==> src/rtl/alm_antilog_decoder_if.sv <==
// Handshake/data bundle for the ALM antilog decoder.
//   Input side : in_valid, in_ready, log_concat_format_A {K, frac}, zero_flag
//   Output side: out_valid, out_ready, A_out, range_err
// master: upstream/downstream environment; slave: the decoder.
interface alm_antilog_decoder_if #(
  parameter int A_BW       = 32,
  parameter int LOG2_WIDTH = $clog2(A_BW)
);
  logic                          in_valid;
  logic                          in_ready;
  logic [LOG2_WIDTH+A_BW-2:0]    log_concat_format_A;
  logic                          zero_flag;
  logic                          out_valid;
  logic                          out_ready;
  logic [A_BW-1:0]               A_out;
  logic                          range_err;

  modport master (
    output in_valid, log_concat_format_A, zero_flag, out_ready,
    input  in_ready, out_valid, A_out, range_err
  );

  modport slave (
    input  in_valid, log_concat_format_A, zero_flag, out_ready,
    output in_ready, out_valid, A_out, range_err
  );
endinterface

==> src/rtl/alm_antilog_decoder.sv <==
// ALM antilog decoder: rebuilds a linear A_BW-bit value 2^K * (1 + f) from a
// log-domain operand {K, frac}. Two-stage valid/ready pipeline.
//   clk  : rising-edge clock
//   rst  : asynchronous active-high reset
//   bus  : slave side of alm_antilog_decoder_if
//          (in_valid/in_ready/log_concat_format_A/zero_flag in,
//           out_valid/out_ready/A_out/range_err out)
// FRAC_TRUNC zeroes that many fraction LSBs for approximate reconstruction.
module alm_antilog_decoder #(
  parameter int A_BW       = 32,
  parameter int LOG2_WIDTH = $clog2(A_BW),
  parameter int FRAC_TRUNC = 0
) (
  input  logic                   clk,
  input  logic                   rst,
  alm_antilog_decoder_if.slave   bus
);

  localparam int FW = A_BW - 1;
  localparam logic [FW-1:0]         FRAC_ONES  = '1;
  localparam logic [FW-1:0]         FRAC_MASK  = FRAC_ONES << FRAC_TRUNC;
  localparam logic [LOG2_WIDTH:0]   K_MAX      = (LOG2_WIDTH+1)'(A_BW - 1);
  localparam logic [LOG2_WIDTH-1:0] SHIFT_BASE = LOG2_WIDTH'(A_BW - 1);

  logic                  s1_valid, s2_valid;
  logic                  s1_adv, s2_adv, in_fire;
  logic [LOG2_WIDTH-1:0] in_k, s1_k;
  logic [FW-1:0]         in_frac, s1_frac;
  logic                  range_err_s1;
  logic                  s1_zero, s1_range;
  logic [A_BW-1:0]       a_next, s2_a;
  logic                  s2_range;

  assign in_k    = bus.log_concat_format_A[LOG2_WIDTH+FW-1 -: LOG2_WIDTH];
  assign in_frac = bus.log_concat_format_A[FW-1:0];

  // Exponent beyond the top bit position: output saturates.
  assign range_err_s1 = {1'b0, in_k} > K_MAX;

  assign s2_adv       = ~s2_valid | bus.out_ready;
  assign s1_adv       = s1_valid & s2_adv;
  assign bus.in_ready = ~s1_valid | s2_adv;
  assign in_fire      = bus.in_valid & bus.in_ready;

  // Stage 1: capture operand. A new beat can only be accepted while S1 is
  // empty or draining, so loading always takes priority over clearing.
  always_ff @(posedge clk or posedge rst) begin
    if (rst) begin
      s1_valid <= 1'b0;
      s1_k     <= '0;
      s1_frac  <= '0;
      s1_zero  <= 1'b0;
      s1_range <= 1'b0;
    end else if (in_fire) begin
      s1_valid <= 1'b1;
      s1_k     <= in_k;
      s1_frac  <= in_frac & FRAC_MASK;
      s1_zero  <= bus.zero_flag;
      s1_range <= range_err_s1;
    end else if (s1_adv) begin
      s1_valid <= 1'b0;
    end
  end

  // Place the implicit leading one at bit K; frac follows it MSB-first.
  always_comb begin
    a_next = {1'b1, s1_frac} >> (SHIFT_BASE - s1_k);
    if (s1_zero) begin
      a_next = '0;
    end else if (s1_range) begin
      a_next = '1;
    end
  end

  // Stage 2: result register, held while the consumer stalls.
  always_ff @(posedge clk or posedge rst) begin
    if (rst) begin
      s2_valid <= 1'b0;
      s2_a     <= '0;
      s2_range <= 1'b0;
    end else if (s2_adv) begin
      s2_valid <= s1_valid;
      if (s1_valid) begin
        s2_a     <= a_next;
        s2_range <= ~s1_zero & s1_range;
      end
    end
  end

  assign bus.out_valid = s2_valid;
  assign bus.A_out     = s2_a;
  assign bus.range_err = s2_range;

endmodule

==> src/flat_wrapper.sv <==
// flat-port wrapper written by rule: the top's interface ports become plain ports
module alm_antilog_decoder_flat 
#(
  parameter int A_BW       = 32,
  parameter int LOG2_WIDTH = $clog2(A_BW),
  parameter int FRAC_TRUNC = 0
)
  (clk, rst, bus_in_valid, bus_log_concat_format_A, bus_zero_flag, bus_out_ready, bus_in_ready, bus_out_valid, bus_A_out, bus_range_err);
  alm_antilog_decoder_if #(.A_BW(A_BW), .LOG2_WIDTH(LOG2_WIDTH)) bus_i ();
  input  logic clk;
  input  logic rst;
  input wire logic [$bits(bus_i.in_valid)-1:0] bus_in_valid;
  input wire logic [$bits(bus_i.log_concat_format_A)-1:0] bus_log_concat_format_A;
  input wire logic [$bits(bus_i.zero_flag)-1:0] bus_zero_flag;
  input wire logic [$bits(bus_i.out_ready)-1:0] bus_out_ready;
  output wire logic [$bits(bus_i.in_ready)-1:0] bus_in_ready;
  output wire logic [$bits(bus_i.out_valid)-1:0] bus_out_valid;
  output wire logic [$bits(bus_i.A_out)-1:0] bus_A_out;
  output wire logic [$bits(bus_i.range_err)-1:0] bus_range_err;
  assign bus_i.in_valid = bus_in_valid;
  assign bus_i.log_concat_format_A = bus_log_concat_format_A;
  assign bus_i.zero_flag = bus_zero_flag;
  assign bus_i.out_ready = bus_out_ready;
  assign bus_in_ready = bus_i.in_ready;
  assign bus_out_valid = bus_i.out_valid;
  assign bus_A_out = bus_i.A_out;
  assign bus_range_err = bus_i.range_err;
  alm_antilog_decoder #(.A_BW(A_BW), .LOG2_WIDTH(LOG2_WIDTH), .FRAC_TRUNC(FRAC_TRUNC)) u_core (.clk(clk), .rst(rst), .bus(bus_i));
endmodule
==> config.mk <==
export PLATFORM = sky130hd
export DESIGN_NAME = alm_antilog_decoder_flat
export DESIGN_NICKNAME = d
export VERILOG_FILES = /design/src/rtl/alm_antilog_decoder_if.sv /design/src/rtl/alm_antilog_decoder.sv /design/src/flat_wrapper.sv
export SDC_FILE = /design/constraint.sdc
export NUM_CORES = 1
export LEC_CHECK = 0
export CAP_MARGIN = 0
export CORE_MARGIN = 2
export CORE_UTILIZATION = 35
export DETAILED_ROUTE_END_ITERATION = 8
export PLACE_DENSITY = 0.6
export RECOVER_POWER = 100
export SLEW_MARGIN = 20
export SYNTH_ARGS = -nofsm -noshare
export SYNTH_HDL_FRONTEND = slang
export SYNTH_SLANG_ARGS = --single-unit
==> constraint.sdc <==
create_clock -name clk -period 7.39 [get_ports clk]
set_clock_uncertainty 0.2 [all_clocks]
set_input_delay 1.1085 -clock clk [delete_from_list [all_inputs] [get_ports clk]]
set_output_delay 1.1085 -clock clk [all_outputs]
set_load 0.05 [all_outputs]
==> Word-level counts from Yosys, hierarchy flattened <==
Cells that the tools add are included.
{ "totals": {"reg_bits": 71, "inputBits": 41, "wordCells": 19} }
{ "op_classes": {"add_sub_neg": 1, "n_shift": 1, "muxes": 3, "bitwise_logic": 6, "n_reduce_logical": 2} }
{ "op_table": {"columns": ["operator", "count"], "rows": [
  ["two-way mux 32 bit", 1],
  ["right shift 32 x 5 -> 32 bit", 1],
  ["subtractor 5 bit, first input constant", 1],
  ["AND 1 bit", 2],
  ["two-way mux 1 bit", 2],
  ["inverter 1 bit", 2],
  ["bitwise OR 1 bit", 2],
  ["AND reduction 2 bit", 1],
  ["nonzero test 2 bit", 1]
]} }

==> Longest topological paths before layout <==
Gate-level depths: netlist (run 1).
{ "depth": {"word_depth": 5, "mapped_depth": 8} }

==> Least setup slack after synthesis (run 1) <==
No wires, ideal clock.
{ "synth_timing": {"path_type": "in2reg", "from": "input port bus_out_ready", "to": "register u_core.s1_frac[0]", "setup_time_ns": 0.125, "t_arrival_ns": 2.704, "path_slack_ns": 4.361, "path_stages": 5, "path_buffers": 1, "cell_sequence": "and2b_1 nand2_1 nand2_1 buf_2 mux2_2"} }
{ "synth_via": {"elab_chain_len": 3} }
{ "synth_rtl": {"columns": ["item", "line", "rtl"], "rows": [
  ["from (decl)", "flat_wrapper.sv:15", "input wire logic [$bits(bus_i.out_ready)-1:0] bus_out_ready;"],
  ["bitwise OR 1 bit", "alm_antilog_decoder.sv:40", "assign s2_adv = ~s2_valid | bus.out_ready;"],
  ["bitwise OR 1 bit", "alm_antilog_decoder.sv:42", "assign bus.in_ready = ~s1_valid | s2_adv;"],
  ["named net bus_in_ready", "flat_wrapper.sv:16", "output wire logic [$bits(bus_i.in_ready)-1:0] bus_in_ready;"],
  ["AND 1 bit", "alm_antilog_decoder.sv:43", "assign in_fire = bus.in_valid & bus.in_ready;"],
  ["to (signal assigned)", "alm_antilog_decoder.sv:57", "s1_frac <= in_frac & FRAC_MASK;"],
  ["to (decl)", "alm_antilog_decoder.sv:28", "logic [FW-1:0] in_frac, s1_frac;"]
]} }
The timed path passes the listed nets, and every way through them passes these cells.
A chain may end at the register's enable or synchronous reset.

==> Worst setup path in the final report (run 1) <==
{ "layout_timing": {"from": "input port bus_out_ready", "to": "output port bus_in_ready"} }
{ "layout_via": {"elab_chain_len": 2} }
{ "layout_rtl": {"columns": ["item", "line"], "rows": [
  ["bitwise OR 1 bit", "alm_antilog_decoder.sv:40"],
  ["bitwise OR 1 bit", "alm_antilog_decoder.sv:42"],
  ["to (decl)", "flat_wrapper.sv:16"]
]} }
No other way between the ends.

==> results of run 1 <==
-- layout make-up --
cell class / count / share of cell area, %
clock buffers: 11 / 4.36
clock inverters: 5 / 0.607
inverters: 9 / 0.607
multi-input cells: 300 / 44.7
flip-flops and latches: 71 / 31.9
well taps: 172 / 3.86
repair buffers: 80 / 14.0
-- power breakdown --
group	internal, mW	switching, mW
sequential	0.457	0.0760
combinational	0.262	0.401
clock	0.236	0.170
-- cell usage in the layout, fill, tap and decap left out, drive strengths merged, types with 5 or more instances in the layout --
cell and n:
dfrtp 71, mux2 57, nand2 46, clkdlybuf4s50 38, dlygate4sd3 36, mux2i 35
o21ai 19, mux4 14, nor2 13, clkbuf 13, a21oi 10, nand3 9
o211ai 8, inv 8, nand2b 7, nor3 7, nor2b 6, a211oi 6
a22oi 6, a32oi 6, a222oi 6, a221oi 5
-- registers in the layout, indices dropped and copies added (netlist names) --
register,cells
u_core.s1_valid,1
u_core.bus.out_valid,1
u_core.s1_frac,31
u_core.bus.A_out,32
u_core.s1_k,5
u_core.s1_zero,1
-- synth_stat cells, drive strengths merged, types with 5 or more instances --
master,n,area share (%)
nand2b,7,0.98
inv,9,0.75
nor2b,6,0.84
a222oi,6,1.3
clkbuf,8,0.75
nand3,9,1.0
o211ai,8,1.3
a21oi,10,1.1
mux4,14,7.1
mux2i,35,7.9
nor2,13,1.1
nand2,46,3.9
nor3,7,0.78
dfrtp,71,40
a22oi,6,1.0
a211oi,6,1.0
buf,22,3.2
mux2,57,14
o21ai,19,2.2
a221oi,5,1.1
a32oi,6,1.2
-- metal layers --
layer | track usage, % | wire [um]
met2 | 28.4 | 5570
met1 | 27.1 | 5510
met4 | 4.55 | 127
met5 | 0 | 0
met3 | 3.09 | 797
-- stage by stage --
step / instances / power [mW] / hold slack [ns]
after global placement: 632 / 1.21 / 0.252
after global routing: 648 / 1.68 / 0.303
after CTS: 648 / 1.63 / 0.271
after detailed placement: 632 / 1.22 / 0.258
final: 648 / 1.60 / 0.259
after floorplan: 410 / 1.01 / 0.279
-- worst max-delay path, delay by kind of cell --
| family | cells | cell delay, ns |
|---|---|---|
| simple gates | 2 | 0.37 |
| buf+inv | 2 | 1.41 |
-- worst max path at each step --
| stage | to | slack (ns) | cells after the start | start |
|---|---|---|---|---|
| after floorplan | u_core.bus.A_out[0]$_DFFE_PP0P_ | 4.28 | 1 | rst |
| final | bus_in_ready | 3.19 | 4 | bus_out_ready |
| after global placement | bus_in_ready | 3.33 | 4 | bus_out_ready |
| after global routing | u_core.s1_frac[28]$_DFFE_PP0P_ | 3.08 | 6 | bus_out_ready |
| after CTS | bus_in_ready | 3.32 | 4 | bus_out_ready |
| after detailed placement | bus_in_ready | 3.33 | 4 | bus_out_ready |
-- logic make-up after synthesis --
logic type / after synthesis / synth area share [%]
flops: 71 / 39.6
buf+inv: 39 / 4.72
compound gates: 91 / 15.1
other cells: 1 / 0.0837
mux: 106 / 29.4
simple gates: 102 / 11.0
==> flow_summary.toml, run 1 <==
[critical_path]
arrival_ns = 2.89
ff2ff_setup_slack_ns = 4.40
r2r-end = "u_core.bus.A_out[5]$_DFFE_PP0P_"
cp-start-kind = "primary input"
rr_worst_depth = 5
end_kind = "output pin"
rr_startpoint = "u_core.s1_k[1]$_DFFE_PP0P_"
crit_fanout = 6
cp_cell_sequence = "dlygate4sd3_1 -> and2b_1 -> nand2_1 -> dlygate4sd3_1"
cp_slowest_stage_delay_ns = 0.88
path_class = "primary input to output pin"
cp_common_cell = "dlygate4sd3_1"
cp_slowest_cell = "dlygate4sd3_1"
worstPathRequired_ns = 6.08

[power]
p_per_area_nw_per_um2 = 288
leakage_nw = 2.34
ir_drop_uv = 99.5

[layout]
fillers = 1231
regArea_um2 = 1780
layout.nets = 512
drive_gt1_share_pct = 17.9
areaGrowthSynthToFinish_pct = 24.3
post-route-cell-area_um2 = 5570
fin_util_pct = 44.3
insertedDiodeCount = 0
multi_input_comb_area_um2 = 2490

[clocking]
cts_buffers = 9
clk_pin_slew_ns = 0.06
htreeDepth = 3
post_cts_buffers = 0
cts_hold_buf = 0
cts_buffer_depth = 2
cts_sinks = 71
clk_latency_ns = 0.34
root_buffer = "clkbuf_16"
cts_tree = "built"
cts.repair.resized = 0

[synthesis]
syn_area_per_cell_um2 = 10.9
synth_edf_count = 0
async_reset_ff_share_pct = 100
ys.flop_type = "dfrtp_1"
ys_ff_latch = 71
synth_nets = 451
synth_cells = 410
yosysSeqAreaShare_pct = 39.6
netlist_area_um2 = 4480
ys_warn_count = 0
yosys.cell_types.count = 60

[routing]
drc_errors = 0
vias_per_cell = 5.59
firstDrtPassIters = 5
drt-wirelength-per-cell_um = 18.5
first_iter_violations = 329
routed_wl_mm = 12.0
antenna_left = 0
num_vias = 3625

[grt]
antenna_found_initial = 0
grt_overflow_total = 0
grt_max_degree = 72
grt_pass1_vias = 3521
grt_use_total_pct = 18.4
grt_pass1_wl_mm = 19.5

[hold_path]
hold_path_class = "flop to flop"
hold_path_end = "u_core.bus.A_out[22]$_DFFE_PP0P_"
hold_depth = 2
min_from = "u_core.bus.A_out[22]$_DFFE_PP0P_"

[timing]
setup-violations-final = 0
rsz0062_at_grt = "false"
hold_viol_final = 0
worst_slack_ns = 3.19
finalCritPeriodShare_pct = 56.8
slew_headroom_pct = -27.1
fin_setup_tns_ns = 0
worstMarginPinSlew_ns = 1.91
final_max_slew_viol_count = 75
max_freq_ghz = 0.238
finalCriticalPeriod_ns = 4.20

[floorplanning]
start_util_pct = 35.7
fp.dieW_um = 117
coreArea_um2 = 12600
rows = 41
die_y_um = 117
die_area_um2 = 13700
pin_count = 76

[job]
drv_cap = 2

[place]
hpwlAfterDp_mm = 8.84
io_buffers = 74
pre_cts_ws_ns = 3.33
place_area_um2 = 5310
place.gp.congestion = 0.904

[run_status]
status = "complete, but fails checks"
violations = "capacitance limit, slew limit"
No activity file was read; power rests on OpenSTA's default activity.
==> run 2: changes to the inputs <==
- clock period: 7.39 -> 4.3 ns (I/O delays scaled with it)
==> flow_summary.toml, run 2 (synthesis gave the netlist of run 1 again) <==
[run_status]
status = "complete, but fails checks"
violations = "capacitance limit, slew limit"

[job]
drv_cap = 2

[layout]
fin_util_pct = 44.2
layout.nets = 514
insertedDiodeCount = 0
areaGrowthSynthToFinish_pct = 24.0
largest_reg_flops = 32
drive_gt1_share_pct = 16.6
layout_commonest_cell = "dfrtp_1"
final_cell_mix = "dfrtp_1 (70), nand2_1 (46), mux2_2 (42)"

[floorplanning]
coreArea_um2 = 12600
pin_count = 76
die_y_um = 117
rows = 41
fp.dieW_um = 117
die_area_um2 = 13700
start_util_pct = 35.7

[power]
pwr-share-comb_pct = 41.0
switching_share_pct = 39.4
p_per_area_nw_per_um2 = 489
pwr-share-seq_pct = 34.4
p_int_mw = 1.65
leakage_nw = 2.35
ir_drop_uv = 235
p_sw_mw = 1.07
clockPowerShare_pct = 24.6

[timing]
worstMarginPinSlew_ns = 1.72
finalCritPeriodShare_pct = 79.3
hold_viol_final = 0
setup-violations-final = 0
fin_setup_tns_ns = 0
rsz0062_at_grt = "false"
final_max_slew_viol_count = 62
slew_headroom_pct = -14.5
max_freq_ghz = 0.293
finalCriticalPeriod_ns = 3.41

[clocking]
cts_buffers = 9
cts_hold_buf = 0
clk_latency_ns = 0.33
cts.repair.resized = 0
root_buffer = "clkbuf_16"
cts_sinks = 71
cts_tree = "built"
clk_pin_slew_ns = 0.05
post_cts_buffers = 0
htreeDepth = 3
cts_buffer_depth = 2

[routing]
drc_errors = 0
drt-wirelength-per-cell_um = 18.4
firstDrtPassIters = 6
first_iter_violations = 398
vias_per_cell = 5.55
antenna_left = 0
num_vias = 3595
routed_wl_mm = 11.9

[critical_path]
end_kind = "flop"
crit_fanout = 48
path_class = "flop to flop"
cp-start-kind = "flop"
arrival_ns = 3.39
worstPathRequired_ns = 4.28
rr_worst_depth = 5

[place]
place.gp.congestion = 0.912
hpwlAfterDp_mm = 9.06
io_buffers = 74

[grt]
grt_pass1_wl_mm = 19.2
grt_pass1_vias = 3536
antenna_found_initial = 0
grt_use_total_pct = 18.4
grt_max_degree = 49
grt_overflow_total = 0

[hold_path]
hold_depth = 2
hold_path_class = "flop to flop"
-- run 2: final timing paths --
kind                                                  start                                to  slack (ns)
max reg2reg                      u_core.s1_k[1]$_DFFE_PP0P_   u_core.bus.A_out[5]$_DFFE_PP0P_        0.89
max in group asynchronous                               rst        u_core.s1_k[1]$_DFFE_PP0P_        1.25
max                              u_core.s1_k[1]$_DFFE_PP0P_   u_core.bus.A_out[5]$_DFFE_PP0P_        0.89
min                        u_core.bus.A_out[22]$_DFFE_PP0P_  u_core.bus.A_out[22]$_DFFE_PP0P_        0.27
min reg2reg                u_core.bus.A_out[22]$_DFFE_PP0P_  u_core.bus.A_out[22]$_DFFE_PP0P_        0.27
min in group asynchronous                               rst   u_core.bus.A_out[9]$_DFFE_PP0P_        0.57
-- run 2: critical path: stages (launching register included) --
cell and delay, ns:
dfrtp_2 1.05, nand2_1 0.46, o21ai_0 0.58, o221ai_1 0.44
a222oi_1 0.36, o311ai_0 0.18
-- run 2: power groups by stage --
stage | sequential (mW) | combinational (mW) | clock, mW
after floorplan | 1.11 | 0.627 | 0
after global placement | 0.948 | 1.14 | 0
after detailed placement | 0.953 | 1.14 | 0
after CTS | 0.941 | 1.14 | 0.688
after global routing | 0.959 | 1.19 | 0.717
final | 0.936 | 1.11 | 0.668
-- run 2: per-stage QoR --
stage,power (mW),setup slack (ns),hold slack (ns),instance area [um2],cells
global placement,2.08,1.17,0.254,5320,634
CTS,2.77,1.16,0.284,5590,648
floorplan,1.73,1.66,0.279,4480,410
global route,2.86,0.759,0.291,5560,648
detailed placement,2.10,1.16,0.272,5320,634
finish,2.72,0.891,0.266,5560,648
-- run 2: per-layer routing --
| metal | vias to the layer above | GRT usage (%) | share of wire [%] |
|---|---|---|---|
| li1 | 1688 | - | - |
| met1 | 1769 | 26.0 | 47 |
| met2 | 126 | 28.4 | 46 |
| met3 | 12 | 4.07 | 5.7 |
| met4 | 0 | 5.25 | 1.2 |
| met5 | - | 0 | 0 |
-- run 2: layout make-up --
cell class,count,area (um2)
sequential,71,1780
timing repair buffer,82,790
clock inverter,1,5.00
tap,172,215
inverter,9,33.8
multi-input combinational,300,2470
clock buffer,13,260
fill,1217,7010
==> run 3: changes to the inputs <==
- PLACE_DENSITY: 0.6 -> 0.62
- clock period: 4.3 -> 3.1 ns (I/O delays scaled with it)
==> flow_summary.toml, run 3 (synthesis gave the netlist of run 1 again) <==
[grt]
grt_use_total_pct = 19.1
antenna_found_initial = 0
grt_pass1_vias = 3564
grt_pass1_wl_mm = 19.8
grt_overflow_total = 0
grt_max_degree = 38

[routing]
vias_per_cell = 5.57
drt-wirelength-per-cell_um = 18.9
drc_errors = 0
num_vias = 3695
antenna_left = 0
firstDrtPassIters = 5
routed_wl_mm = 12.6
first_iter_violations = 321

[layout]
layout_commonest_cell = "dfrtp_1"
final_cell_mix = "dfrtp_1 (70), nand2_1 (46), mux2_2 (40)"
insertedDiodeCount = 0
areaGrowthSynthToFinish_pct = 26.1
layout.cells.non_filler = 663
largest_reg_flops = 32
drive_gt1_share_pct = 18.5
fillers = 1214
post-route-cell-area_um2 = 5650
layout.nets = 528

[clocking]
htreeDepth = 3
clk_pin_slew_ns = 0.05
cts_sinks = 71
root_buffer = "clkbuf_16"
clk_latency_ns = 0.34
cts_hold_buf = 0
cts_tree = "built"
cts_buffer_depth = 2
cts.repair.resized = 0
post_cts_buffers = 0
cts_buffers = 9

[floorplanning]
pin_count = 76
die_area_um2 = 13700
coreArea_um2 = 12600
fp.dieW_um = 117
rows = 41
die_y_um = 117
start_util_pct = 35.7

[critical_path]
cp-start-kind = "flop"
crit_fanout = 32
arrival_ns = 2.79
path_class = "flop to flop"
worstPathRequired_ns = 3.09
end_kind = "flop"

[timing]
worst_slack_ns = 0.308
hold_viol_final = 0
finalCritPeriodShare_pct = 90.1
holdWs_ns = 0.275
slew_headroom_pct = 40.2
setup-violations-final = 0
fin_setup_tns_ns = 0
worstMarginPinSlew_ns = 0.896
finalCriticalPeriod_ns = 2.79
rsz0062_at_grt = "false"
final_max_slew_viol_count = 0
max_freq_ghz = 0.358

[place]
io_buffers = 74
pre_cts_ws_ns = 0.514
place_area_um2 = 5420
hpwlAfterDp_mm = 9.73
place_inst = 648
place.gp.congestion = 0.906

[job]
drv_cap = 0

[power]
ir_drop_uv = 288
p_per_area_nw_per_um2 = 675
leakage_nw = 2.41

[hold_path]
hold_path_class = "flop to flop"

[run_status]
status = "completed"
[run 3: changes by cell type in the layout (fill, tap and decap cells not counted), moves of 2 or more]
cell / change
o21ai_0: -2
clkbuf_1: +4
clkbuf_2: +3
mux2_2: -2
mux2_1: +2
buf_4: +10
[run 3: worst max-delay path, stage by stage, from the launching register on]
cell	delay (ns)
dfrtp_2	0.78
clkbuf_2	0.51
mux2_1	0.43
o2bb2ai_1	0.17
a221oi_1	0.10
a221oi_1	0.32
a22oi_1	0.13
[run 3: metal layers]
layer | part of all wire, % | global-route usage, % | up-vias | routed length (um)
li1 | - | - | 1720 | -
met1 | 46 | 27.6 | 1826 | 5720
met2 | 47 | 29.6 | 130 | 5870
met3 | 6.1 | 3.76 | 19 | 760
met4 | 1.6 | 4.63 | 0 | 203
met5 | 0 | 0 | - | 0
[run 3: path summary, 6_finish.rpt]
path,slack [ns],cells after the start,to,from
hold reg to reg,0.28,2,u_core.bus.A_out[24]$_DFFE_PP0P_,u_core.bus.A_out[24]$_DFFE_PP0P_
hold / removal,0.28,2,u_core.bus.A_out[24]$_DFFE_PP0P_,u_core.bus.A_out[24]$_DFFE_PP0P_
setup / recovery,0.31,6,u_core.bus.A_out[2]$_DFFE_PP0P_,u_core.s1_k[1]$_DFFE_PP0P_
min in group asynchronous,0.49,3,u_core.bus.A_out[20]$_DFFE_PP0P_,rst
setup reg to reg,0.31,6,u_core.bus.A_out[2]$_DFFE_PP0P_,u_core.s1_k[1]$_DFFE_PP0P_
max in group asynchronous,1.41,3,u_core.s1_k[1]$_DFFE_PP0P_,rst
[run 3: cell type report]
cell class / count / area (um2) / share of cell area, %
multi-input cells: 300 / 2490 / 44.0
flip-flops and latches: 71 / 1780 / 31.5
repair buffers: 96 / 877 / 15.5
clock buffers: 14 / 254 / 4.49
well taps: 172 / 215 / 3.81
inverters: 9 / 33.8 / 0.598
clock inverters: 1 / 5.00 / 0.0885
[run 3: power breakdown]
| part | internal, mW | switching [mW] | total, mW |
|---|---|---|---|
| Clock | 0.558 | 0.370 | 0.928 |
| Combinational | 0.642 | 0.963 | 1.60 |
| Sequential | 1.09 | 0.193 | 1.28 |
| Total | 2.29 | 1.53 | 3.82 |
[run 3: stage by stage]
step / util [%] / power (mW)
after detailed placement: 43.2 / 2.95
final: 45.0 / 3.82
after CTS: 45.2 / 3.88
after global routing: 45.0 / 4.01
after global placement: 43.2 / 2.93
after floorplan: - / 2.40
